==> src/rtl/vga_pkg.sv <==
`default_nettype none
// ============================================================================
// Module      : vga_pkg
// Description : Shared constants and types for the VGA pixel path: default
//               resolution, coordinate/colour widths, 3-bit RGB colour
//               names and the frame sequencer state encoding.
// Revision    : 1.0 - initial release
// ============================================================================
package vga_pkg;

  // Default resolution of the VGA adapter (160x120, 3-bit colour)
  localparam int X_PIXELS_DEF = 160;
  localparam int Y_PIXELS_DEF = 120;

  // Coordinate and colour widths as seen on the adapter ports
  localparam int X_W     = 8;
  localparam int Y_W     = 7;
  localparam int COLOR_W = 3;

  // 3-bit RGB colours {R,G,B}
  localparam logic [COLOR_W-1:0] BLACK   = 3'b000;
  localparam logic [COLOR_W-1:0] BLUE    = 3'b001;
  localparam logic [COLOR_W-1:0] GREEN   = 3'b010;
  localparam logic [COLOR_W-1:0] CYAN    = 3'b011;
  localparam logic [COLOR_W-1:0] RED     = 3'b100;
  localparam logic [COLOR_W-1:0] MAGENTA = 3'b101;
  localparam logic [COLOR_W-1:0] YELLOW  = 3'b110;
  localparam logic [COLOR_W-1:0] WHITE   = 3'b111;

  // Frame sequencer states
  typedef enum logic [2:0] {
    ST_IDLE       = 3'd0,
    ST_CLEAR      = 3'd1,
    ST_START_DRAW = 3'd2,
    ST_DRAW       = 3'd3,
    ST_DONE       = 3'd4
  } seq_state_t;

endpackage : vga_pkg
`default_nettype wire

==> src/rtl/vga_xy_sweep_counter.sv <==
`default_nettype none
// ============================================================================
// Module      : vga_xy_sweep_counter
// Description : Raster-order x/y counter. x advances every enabled cycle and
//               wraps into a y increment; after the final pixel both wrap to
//               zero so the outputs never leave the visible range.
// Ports       : clock, resetn     - clock, async active-low reset
//               enable            - advance one pixel this cycle
//               clear             - force (0,0); has priority over enable
//               x, y              - current pixel coordinate
//               last_pixel        - current pixel is (X_PIXELS-1, Y_PIXELS-1)
// Revision    : 1.0 - initial release
// ============================================================================
module vga_xy_sweep_counter
  import vga_pkg::*;
#(
  parameter int X_PIXELS = X_PIXELS_DEF,
  parameter int Y_PIXELS = Y_PIXELS_DEF
) (
  input  logic           clock,
  input  logic           resetn,
  input  logic           enable,
  input  logic           clear,
  output logic [X_W-1:0] x,
  output logic [Y_W-1:0] y,
  output logic           last_pixel
);

  localparam logic [X_W-1:0] X_LAST = X_W'(X_PIXELS - 1);
  localparam logic [Y_W-1:0] Y_LAST = Y_W'(Y_PIXELS - 1);

  always_ff @(posedge clock or negedge resetn) begin
    if (!resetn) begin
      x <= '0;
      y <= '0;
    end else if (clear) begin
      x <= '0;
      y <= '0;
    end else if (enable) begin
      if (x == X_LAST) begin
        x <= '0;
        // Wrapping y after the last row leaves the counter at (0,0), ready
        // for the next frame without an explicit clear.
        y <= (y == Y_LAST) ? '0 : y + 1'b1;
      end else begin
        x <= x + 1'b1;
      end
    end
  end

  assign last_pixel = (x == X_LAST) && (y == Y_LAST);

endmodule : vga_xy_sweep_counter
`default_nettype wire

==> src/rtl/vga_frame_sequencer.sv <==
`default_nettype none
// ============================================================================
// Module      : vga_frame_sequencer
// Description : Per-frame controller for the VGA pixel path. On a frame tick
//               it sweeps CLEAR_COLOR over every pixel, pulses draw_go to the
//               game-object drawer, passes its plot strobe through until
//               draw_done, then signals frame_done and returns to idle.
//               Ticks arriving while busy queue one pending frame and set a
//               sticky overrun flag.
// Ports       : clock, resetn          - clock, async active-low reset
//               frame_tick             - new-frame request pulse
//               draw_plot, draw_done   - plot strobe / finish pulse from drawer
//               send_clear_or_regular  - VGA mux select (0 clear, 1 regular)
//               x_clear, y_clear       - clear sweep coordinate
//               color_clear            - clear sweep colour (CLEAR_COLOR)
//               plot                   - VGA write enable
//               draw_go                - start pulse to the drawer
//               busy                   - sequencer not idle
//               frame_done             - frame complete pulse
//               overrun                - sticky: tick seen while busy
// Revision    : 1.0 - initial release
// ============================================================================
module vga_frame_sequencer
  import vga_pkg::*;
#(
  parameter int                   X_PIXELS    = X_PIXELS_DEF,
  parameter int                   Y_PIXELS    = Y_PIXELS_DEF,
  parameter logic [COLOR_W-1:0]   CLEAR_COLOR = BLACK
) (
  input  logic               clock,
  input  logic               resetn,
  input  logic               frame_tick,
  input  logic               draw_plot,
  input  logic               draw_done,
  output logic               send_clear_or_regular,
  output logic [X_W-1:0]     x_clear,
  output logic [Y_W-1:0]     y_clear,
  output logic [COLOR_W-1:0] color_clear,
  output logic               plot,
  output logic               draw_go,
  output logic               busy,
  output logic               frame_done,
  output logic               overrun
);

  seq_state_t state;
  logic       pending;
  logic       plot_q;
  logic       start_frame;
  logic       last_pixel;

  assign start_frame = (state == ST_IDLE) && (frame_tick || pending);

  vga_xy_sweep_counter #(
    .X_PIXELS (X_PIXELS),
    .Y_PIXELS (Y_PIXELS)
  ) u_sweep (
    .clock      (clock),
    .resetn     (resetn),
    .enable     (state == ST_CLEAR),
    .clear      (start_frame),
    .x          (x_clear),
    .y          (y_clear),
    .last_pixel (last_pixel)
  );

  assign color_clear = CLEAR_COLOR;

  // The drawer owns the write strobe while it runs; a registered copy would
  // lag its x/y/colour by a cycle.
  assign plot = (state == ST_DRAW) ? draw_plot : plot_q;

  always_ff @(posedge clock or negedge resetn) begin
    if (!resetn) begin
      state                 <= ST_IDLE;
      pending               <= 1'b0;
      plot_q                <= 1'b0;
      send_clear_or_regular <= 1'b0;
      draw_go               <= 1'b0;
      busy                  <= 1'b0;
      frame_done            <= 1'b0;
      overrun               <= 1'b0;
    end else begin
      draw_go    <= 1'b0;
      frame_done <= 1'b0;

      // Any tick outside IDLE (including the DONE cycle) queues exactly one
      // follow-up frame; repeated ticks collapse into the same request.
      if (frame_tick && (state != ST_IDLE)) begin
        pending <= 1'b1;
        overrun <= 1'b1;
      end

      case (state)
        ST_IDLE: begin
          if (frame_tick || pending) begin
            state                 <= ST_CLEAR;
            pending               <= 1'b0;
            plot_q                <= 1'b1;
            send_clear_or_regular <= 1'b0;
            busy                  <= 1'b1;
          end
        end

        ST_CLEAR: begin
          if (last_pixel) begin
            state                 <= ST_START_DRAW;
            plot_q                <= 1'b0;
            draw_go               <= 1'b1;
            send_clear_or_regular <= 1'b1;
          end
        end

        ST_START_DRAW: begin
          state <= ST_DRAW;
        end

        ST_DRAW: begin
          if (draw_done) begin
            state      <= ST_DONE;
            frame_done <= 1'b1;
          end
        end

        ST_DONE: begin
          state                 <= ST_IDLE;
          send_clear_or_regular <= 1'b0;
          busy                  <= 1'b0;
        end

        default: begin
          state                 <= ST_IDLE;
          plot_q                <= 1'b0;
          send_clear_or_regular <= 1'b0;
          busy                  <= 1'b0;
        end
      endcase
    end
  end

endmodule : vga_frame_sequencer
`default_nettype wire
==> config.mk <==
export PLATFORM = sky130hd
export DESIGN_NAME = vga_frame_sequencer
export DESIGN_NICKNAME = d
export VERILOG_FILES = /design/src/rtl/vga_pkg.sv /design/src/rtl/vga_xy_sweep_counter.sv /design/src/rtl/vga_frame_sequencer.sv
export SDC_FILE = /design/constraint.sdc
export NUM_CORES = 1
export LEC_CHECK = 0
export CORE_MARGIN = 5
export CORE_UTILIZATION = 53
export DETAILED_ROUTE_END_ITERATION = 16
export HOLD_SLACK_MARGIN = 0.02
export PLACE_DENSITY = 0.85
export SKIP_LAST_GASP = 1
export SYNTH_ARGS = -nofsm -noshare
export SYNTH_HDL_FRONTEND = slang
export SYNTH_SLANG_ARGS = --single-unit
==> constraint.sdc <==
create_clock -name clock -period 5.3 [get_ports clock]
set_input_delay 0.795 -clock clock [delete_from_list [all_inputs] [get_ports clock]]
set_output_delay 0.795 -clock clock [all_outputs]
set_load 0.1 [all_outputs]
=== Yosys cells after proc, flatten, opt, wreduce, memory -nomap -nowiden ===
Cells that the tools add are included.
Widths: inputs -> output; s select.

* Shift-type cells: 0
* Equality and inequality tests: 9
* Muxes and demuxes: 26
* $add $sub $neg: 2
* Bitwise operators: 3
* Reductions and logical operators: 16
* Div/mod/pow operators: 0
* Multiply operators: 0
* Order comparisons: 0

{| class="wikitable"
|+ Operators with widths
! operator !! number
|-
| $mux 7 || 4
|-
| $mux 8 || 3
|-
| $mux 1 || 12
|-
| $pmux 3 s4 || 1
|-
| $mux 3 || 3
|-
| $reduce_and 3->1 || 3
|-
| $add 8x1->8 const B || 1
|-
| $eq 8x8->1 const B || 1
|-
| $add 7x1->7 const B || 1
|-
| $eq 7x7->1 const B || 1
|-
| $eq 3x2->1 const B || 2
|-
| $pmux 1 s3 || 2
|-
| $reduce_or 3->1 || 2
|-
| $ne 2x2->1 const B || 2
|-
| $reduce_and 2->1 || 2
|-
| $reduce_bool 2->1 || 2
|-
| $eq 3x1->1 const B || 1
|-
| $eq 3x3->1 const B || 1
|-
| $logic_and 1x1->1 || 3
|-
| $logic_not 3->1 || 1
|-
| $not 1->1 || 3
|-
| $reduce_bool 3->1 || 1
|-
| $ne 2x1->1 const B || 1
|-
| $pmux 1 s2 || 1
|-
| 2 further kinds || 2
|}

* Output and inout bits: 24
* Flip-flop bits (word level): 25
* Memories kept: 0
* Bits in read-only memories: 0
* Input bits: 5
* Bits in latches: 0
* RAM bits: 0

=== Longest topological paths before layout ===
Gate-level depths: netlist of run 1.

* Word-level depth: 5
* Mapped depth: 6
* Gate-level depth less buffers: 5

=== Modules after synthesis ===
Synthesis of run 1 repeated with hierarchy kept, for this count alone.

* Cells, all modules: 133
* Area total of the unflattened synthesis: 1,315.0 um2

{| class="wikitable"
|+ Modules (own cells, without submodules)
! module !! cells an instance !! instances !! area each (um2)
|-
| vga_xy_sweep_counter || 88 || 1 || 857.1
|-
| vga_frame_sequencer || 45 || 1 || 457.9
|}

=== Worst setup path before layout of run 1 ===
No wires, ideal clock.

* Path kind: register to register
* Start: reg u_sweep.y[0]
* End: reg plot_q
* Setup slack: 2.903 ns
* Required time: 5.169 ns
* Cell stages (with the launch flop): 6
* Arrival time: 2.266 ns
* Buffers on the path: 0
* Cell sequence: dfrtp_1 ha_1 nand4_1 or3b_2 nor4_1 o21ai_0

* Longest elaborated chain between the ends: 4

{| class="wikitable"
|+ Ends and longest elaborated chain
! item !! line !! text
|-
| start, declared || vga_xy_sweep_counter.sv:25 || <nowiki>output logic [Y_W-1:0] y,</nowiki>
|-
| start signal, assigned || vga_xy_sweep_counter.sv:44 || <nowiki>y <= (y == Y_LAST) ? '0 : y + 1'b1;</nowiki>
|-
| $eq 7x7->1 || vga_xy_sweep_counter.sv:51 || <nowiki>assign last_pixel = (x == X_LAST) && (y == Y_LAST);</nowiki>
|-
| $logic_and 1x1->1 || vga_xy_sweep_counter.sv:51 ||
|-
| $ne 2x2->1 (no source line) || n/a ||
|-
| $reduce_and 3->1 (no source line) || n/a ||
|-
| end signal, assigned || vga_frame_sequencer.sv:77 || <nowiki>plot_q <= 1'b0;</nowiki>
|-
| end signal, assigned || vga_frame_sequencer.sv:99 || <nowiki>plot_q <= 1'b1;</nowiki>
|-
| end signal, assigned || vga_frame_sequencer.sv:108 || <nowiki>plot_q <= 1'b0;</nowiki>
|-
| end, declared || vga_frame_sequencer.sv:48 || <nowiki>logic plot_q;</nowiki>
|}

Every way passes these cells.
A chain may end at the register's enable or synchronous reset.

=== Final worst setup path of run 1 ===
* Start: in draw_plot
* End: out plot

* Longest elaborated chain between the ends: 1

{| class="wikitable"
|+ Ends and longest elaborated chain
! item !! line !! text
|-
| start, declared || vga_frame_sequencer.sv:33 || <nowiki>input logic draw_plot,</nowiki>
|-
| $mux 1 || vga_frame_sequencer.sv:71 || <nowiki>assign plot = (state == ST_DRAW) ? draw_plot : plot_q;</nowiki>
|-
| end, declared || vga_frame_sequencer.sv:39 || <nowiki>output logic plot,</nowiki>
|}

Every way passes these cells.

==> results.json, run 1 <==
{
  "status": "completed",
  "path_max_fanout": 1,
  "via_count_of_the_first_global_routing_pass": 1003,
  "cts.reportedPaths.clkPinSlew_ns": 0.14,
  "number_of_synthesized_register_bits": 25,
  "synth-edff-count": 0,
  "cts-buffers-inserted": 3,
  "flow.area_growth_from_synthesis_pct": 21.3,
  "drtAntennaViolNets": 0,
  "row_count": 17,
  "boundaryPins": 29,
  "post-route-min-period_ns": 3.33,
  "asyncSetResetFlopFracSynth_pct": 100,
  "globalRouteTotalUtil_pct": 16.9,
  "timing.critical_path.from_type": "primary input",
  "fp.coreArea_um2": 2250,
  "cp_common_cell": "sky130_fd_sc_hd__clkdlybuf4s50_1",
  "h_tree_lvls": 1,
  "routed_wire_length_per_instance_um": 15.5,
  "dr_total_vias": 1089,
  "multiInputGateArea_um2": 614,
  "hpwl_um": 2000,
  "grt_overflow_total": 0,
  "portBuffers": 25,
  "sequential_area_share_after_synthesis_pct": 48.8,
  "whs_ns": 0.510,
  "die_w_um": 59.2,
  "root_buffer": "sky130_fd_sc_hd__clkbuf_4",
  "max-vdd-ir-drop_uv": 809,
  "clock_latency_ns": 0.32,
  "critical_path_required_ns": 4.51,
  "power.density_nw_per_um2": 621,
  "crit_path_start": "draw_plot",
  "timing.slew.headroom_pct": 19.9,
  "worst_hold_path_type": "flip-flop to flip-flop",
  "cellLeakagePower_nw": 0.645,
  "ys_top_cells_by_area": "sky130_fd_sc_hd__dfrtp_1, sky130_fd_sc_hd__nor2_1, sky130_fd_sc_hd__a21oi_1",
  "yosys-top-cells-count": "sky130_fd_sc_hd__dfrtp_1, sky130_fd_sc_hd__nor2_1, sky130_fd_sc_hd__a21oi_1, sky130_fd_sc_hd__nand2_1",
  "holdCritStartpoint": "overrun",
  "finClkSkew_ns": 0.00882,
  "die-height_um": 59.2,
  "cts.sink_count": 25,
  "initial_utilization_pct": 56.9,
  "tightestPinTransition_ns": 1.20,
  "synth_top_cell_area_share_pct": 48.8,
  "tritoncts": "yes",
  "die_area_um2": 3500,
  "critical_path_class": "primary input to primary output",
  "count_of_pins_over_their_slew_limit": 0,
  "post_cts_resized": 0,
  "max_clock_freq_mhz": 300,
  "vias_per_cell": 6.05,
  "synth_top_cell_by_area": "sky130_fd_sc_hd__dfrtp_1",
  "critPathTopFamily": "buffers and inverters",
  "syn_area_um2": 1280,
  "number_of_post_cts_setup_repair_buffers": 0,
  "cp_slowest_stage_delay_ns": 1.13,
  "regArea_um2": 626,
  "fin_setup_tns_ns": 0,
  "worstPathCellList": "clkdlybuf4s50_1 > mux2_2 > clkdlybuf4s50_1",
  "critical_path.reg2reg.startpoint": "state[1]",
  "syn-mean-instance-area_um2": 9.94,
  "ratio_of_final_minimum_period_to_clock_period_pct": 62.8,
  "grt_pass1_wl_um": 4630,
  "drtIter0Drc": 33,
  "hold_viol": 0,
  "yosysMostFrequentCell": "sky130_fd_sc_hd__dfrtp_1",
  "drc_errors": 0,
  "drv_cap": 0,
  "grt_max_degree": 26,
  "antenna_diode_count": 0,
  "category_of_the_worst_setup_path_capture_point": "primary output",
  "rsz_0062_raised_after_global_routing": "false",
  "num-nets-final": 160,
  "antenna_found_initial": 0,
  "final.fill_count": 194,
  "layout-drive-gt1-share_pct": 7.89,
  "critical_path.slowest_cell": "sky130_fd_sc_hd__clkdlybuf4s50_1",
  "cts-root-to-sink-buffers": 2,
  "post_cts_hold_buffer_count": 0,
  "synth-warning-count": 0,
  "critical_path.n_buffers_inverters": 2,
  "globalplace.congestion": 0.847,
  "totalWireLength_um": 2800,
  "postSynthCellCount": 129,
  "setup_violations": 0,
  "drt_pre_antenna_iters": 4,
  "yosys_most_used_dff": "sky130_fd_sc_hd__dfrtp_1",
  "number_of_distinct_library_cell_variants_in_the_gate_level_netlist_after_synthesis": 40,
  "worst_ep_arrival_time_ns": 2.53
}
-- per-layer routing --
layer / part of all wire [%] / vias to the layer above / global-route usage [%]
met5: 0 / - / 0
met4: 1.6 / 0 / 5.83
met3: 6.0 / 6 / 2.40
met2: 51 / 42 / 28.7
met1: 41 / 535 / 21.8
li1: - / 506 / -
-- final timing paths --
check                           slack [ns]            to  cells past startpoint
worst min-delay path                  0.51       overrun                      1
worst max-delay path                  1.97          plot                      3
worst min register to register        0.51       overrun                      1
worst max register to register        2.93  u_sweep.y[5]                      4
max in group asynchronous             3.59  u_sweep.x[7]                      1
min in group asynchronous             1.05      state[2]                      1
-- cell type report --
| cell class | count | area share, % |
|---|---|---|
| well taps | 28 | 2.25 |
| repair buffers | 25 | 16.1 |
| multi-input cells | 97 | 39.5 |
| clock buffers | 4 | 1.69 |
| flip-flops and latches | 25 | 40.2 |
| inverters | 1 | 0.241 |
-- registers in the layout (all words and copies together) (netlist names) --
signal                 count
overrun                    1
busy                       1
frame_done                 1
pending                    1
u_sweep.x                  8
send_clear_or_regular      1
plot_q                     1
u_sweep.y                  7
draw_go                    1
state                      3
-- placed cells by master, fill, tap and decap left out, drive strengths merged, types with 3 or more instances in the layout --
cell           instances
or3                    3
nor3b                  5
nor2                  14
o21bai                 4
nand2                  9
or3b                   3
a21oi                 10
conb                   3
nand4                  5
clkdlybuf4s50         25
nand3                  5
o21ai                  4
xor2                   4
clkbuf                 4
nor3                   4
dfrtp                 25
-- power by group --
part | internal [mW] | total [mW] | switching (mW)
registers | 0.239 | 0.305 | 0.0660
logic | 0.134 | 0.576 | 0.442
clock network | 0.0295 | 0.0857 | 0.0562
total | 0.402 | 0.966 | 0.565
-- worst register-to-register path, stage by stage, from the launching register on --
cell                      delay, ns
sky130_fd_sc_hd__dfrtp_1       0.55
sky130_fd_sc_hd__nor3_1        0.40
sky130_fd_sc_hd__nor2b_1       0.99
sky130_fd_sc_hd__nor4b_1       0.09
sky130_fd_sc_hd__a31o_2        0.26
-- stage by stage --
step	total power [mW]	utilization [%]	setup slack [ns]	instance area [µm²]	instances
final	0.966	69.0	1.97	1560	180
after global routing	1.01	69.0	1.94	1560	180
after CTS	0.970	69.0	1.97	1560	180
after detailed placement	0.887	67.8	1.98	1530	176
after global placement	0.870	67.8	1.97	1530	176
after floorplan	0.744	-	2.90	1290	131
-- logic make-up (layout without fill, tap and decap cells) --
| group | after synthesis | count (layout) | synth area share [%] |
|---|---|---|---|
| muxes | 2 | 2 | 1.66 |
| other | 1 | 3 | 0.292 |
| and+or+nand+nor | 61 | 61 | 28.0 |
| DFF | 25 | 25 | 48.8 |
| buffers and inverters | 9 | 30 | 3.90 |
| AOI/OAI and AO/OA | 25 | 25 | 12.7 |
| xor gates and xnor gates | 4 | 4 | 2.73 |
| adders and majority gates | 2 | 2 | 1.95 |
Note: power is estimated with default switching activity, not from simulation.
==> inputs of run 2 (changes only) <==
--- a/config.mk
+++ b/config.mk
@@ -6,10 +6,10 @@
 export NUM_CORES = 1
 export LEC_CHECK = 0
 export CORE_MARGIN = 5
-export CORE_UTILIZATION = 53
+export CORE_UTILIZATION = 49
 export DETAILED_ROUTE_END_ITERATION = 16
 export HOLD_SLACK_MARGIN = 0.02
-export PLACE_DENSITY = 0.85
+export PLACE_DENSITY = 0.79
 export SKIP_LAST_GASP = 1
 export SYNTH_ARGS = -nofsm -noshare
 export SYNTH_HDL_FRONTEND = slang
==> constraint.sdc (replaced) <==
create_clock -name clock -period 3.4 [get_ports clock]
set_input_delay 0.51 -clock clock [delete_from_list [all_inputs] [get_ports clock]]
set_output_delay 0.51 -clock clock [all_outputs]
set_load 0.1 [all_outputs]
==> results.json, run 2 (synthesized netlist as in run 1, its figures left out) <==
{
  "antenna_found_initial": 0,
  "globalRouteTotalUtil_pct": 16.4,
  "flow.area_growth_from_synthesis_pct": 22.5,
  "cts.sink_count": 25,
  "drv_cap": 0,
  "via_count_of_the_first_global_routing_pass": 994,
  "power_share_of_the_combinational_group_pct": 59.5,
  "clkPwrFrac_pct": 9.0,
  "drtAntennaViolNets": 0,
  "clock_latency_ns": 0.31,
  "cellLeakagePower_nw": 0.658,
  "regArea_um2": 626,
  "multiInputGateArea_um2": 614,
  "drtIter0Drc": 62,
  "layout-drive-gt1-share_pct": 10.4,
  "category_of_the_worst_setup_path_capture_point": "primary output",
  "critical_path_required_ns": 2.89,
  "boundaryPins": 29,
  "reg.largest.list": "u_sweep.x x8, u_sweep.y x7, state x3",
  "instances_no_fill": 184,
  "root_buffer": "sky130_fd_sc_hd__clkbuf_4",
  "status": "completed",
  "ratio_of_final_minimum_period_to_clock_period_pct": 72.8,
  "critPathTopFamily": "buffers and inverters",
  "tightestPinTransition_ns": 0.979,
  "grt_max_degree": 26,
  "p_sw_share_pct": 58.6,
  "critical_path.slowest_cell": "sky130_fd_sc_hd__clkdlybuf4s50_1",
  "critical_path_class": "flip-flop to primary output",
  "rsz_0062_raised_after_global_routing": "false",
  "totalWireLength_um": 2750,
  "gr_util_met2_pct": 25.7,
  "cts-root-to-sink-buffers": 2,
  "vias_per_cell": 5.84,
  "mostFrequentLayoutCell": "sky130_fd_sc_hd__dfrtp_1",
  "antenna_diode_count": 0,
  "num-nets-final": 162,
  "final_cell_mix": "sky130_fd_sc_hd__dfrtp_1, sky130_fd_sc_hd__clkdlybuf4s50_1, sky130_fd_sc_hd__nor2_1",
  "post-route-min-period_ns": 2.48,
  "final.fill_count": 206,
  "largest_register": "u_sweep.x",
  "fp.coreArea_um2": 2500,
  "worst-r2r-cell-count": 4,
  "drc_errors": 0,
  "whs_ns": 0.503,
  "drt_pre_antenna_iters": 4,
  "hold_viol": 0,
  "largest_register_ffs": 8,
  "power.sequential.fraction_pct": 31.5,
  "tritoncts": "yes",
  "worst_hold_path_type": "flip-flop to flip-flop",
  "die_w_um": 61.2,
  "fin_setup_tns_ns": 0,
  "grt_pass1_wl_um": 4600,
  "cp_slowest_stage_delay_ns": 1.17,
  "routed_wire_length_per_instance_um": 14.9,
  "max-vdd-ir-drop_uv": 948,
  "row_count": 18,
  "die_area_um2": 3740,
  "setup_violations": 0,
  "h_tree_lvls": 1,
  "worst_ep_arrival_time_ns": 1.97,
  "timing.critical_path.from_type": "flip-flop",
  "globalplace.congestion": 0.905,
  "grt_overflow_total": 0,
  "met3_track_demand_over_resource_pct": 2.73,
  "cts.reportedPaths.clkPinSlew_ns": 0.14,
  "timing.final.ws_setup_ns": 0.924,
  "timing.slew.headroom_pct": 34.5,
  "power.density_nw_per_um2": 955,
  "number_of_post_cts_setup_repair_buffers": 0,
  "max_clock_freq_mhz": 404,
  "die-height_um": 61.2,
  "grt_use_met1_pct": 23.5,
  "internal-power_uw": 621,
  "post_cts_resized": 0,
  "cts-buffers-inserted": 3,
  "critical_path.n_buffers_inverters": 1,
  "finClkSkew_ns": 0.00366,
  "worstPathCellList": "clkdlybuf4s50_1",
  "hpwl_um": 1970,
  "preCtsSetupSlack_ns": 1.28,
  "path_max_fanout": 8,
  "count_of_pins_over_their_slew_limit": 0,
  "total_switching_power_uw": 880,
  "dr_total_vias": 1075,
  "place.detailed.instances": 180,
  "path_depth": 1,
  "initial_utilization_pct": 51.3,
  "portBuffers": 25,
  "top_usage_layer": "met2",
  "timing.hold.worst_path_depth": 1,
  "post_cts_hold_buffer_count": 0
}
run 2: cell count changes in the layout (fill, tap and decap cells not counted), sizes merged:
| cell | previous run | this run |
|---|---|---|
| clkinv | 0 | 1 |
| buf | 0 | 3 |
| clkdlybuf4s50 | 25 | 24 |
| clkbuf | 4 | 3 |
run 2: power groups by stage:
stage	logic [mW]	clock network, mW	registers (mW)
after floorplan	0.184	0	0.975
after global placement	0.891	0	0.470
after detailed placement	0.897	0	0.475
after CTS	0.899	0.139	0.470
after global routing	0.933	0.151	0.487
final	0.894	0.135	0.472
run 2: final cells by class:
type / instances / share of cell area [%]
flip-flops and latches: 25 / 39.8
multi-input cells: 97 / 39.1
repair buffers: 27 / 16.7
well taps: 30 / 2.39
clock buffers: 3 / 1.43
clock inverters: 1 / 0.318
inverters: 1 / 0.239
run 2: path summary, 6_finish.rpt:
kind | start | to | slack, ns
min reg2reg | overrun | overrun | 0.50
max in group asynchronous | resetn | u_sweep.y[5] | 2.63
min in group asynchronous | resetn | u_sweep.y[2] | 0.53
max reg2reg | state[0] | u_sweep.y[3] | 1.24
min | overrun | overrun | 0.50
max | u_sweep.x[3] | x_clear[3] | 0.92
run 2: worst reg2reg max path: cells and delay by family (launching register included):
family,cells,cell delay [ns]
DFF,1,0.54
and+or+nand+nor,3,1.40
AOI/OAI and AO/OA,1,0.15
run 2: metrics by stage:
step	power, mW	util (%)	area (µm²)
6_report	1.50	62.9	1570
5_1_grt	1.57	62.9	1570
4_1_cts	1.51	62.9	1570
3_5_place_dp	1.37	61.8	1540
3_3_place_gp	1.36	61.8	1540
2_1_floorplan	1.16	-	1290
run 2: per-layer routing:
layer  vias to the layer above  wire length [µm]
li1                        518                 -
met4                         0                22
met5                         -                 0
met2                        37              1250
met3                         4               154
met1                       516              1330
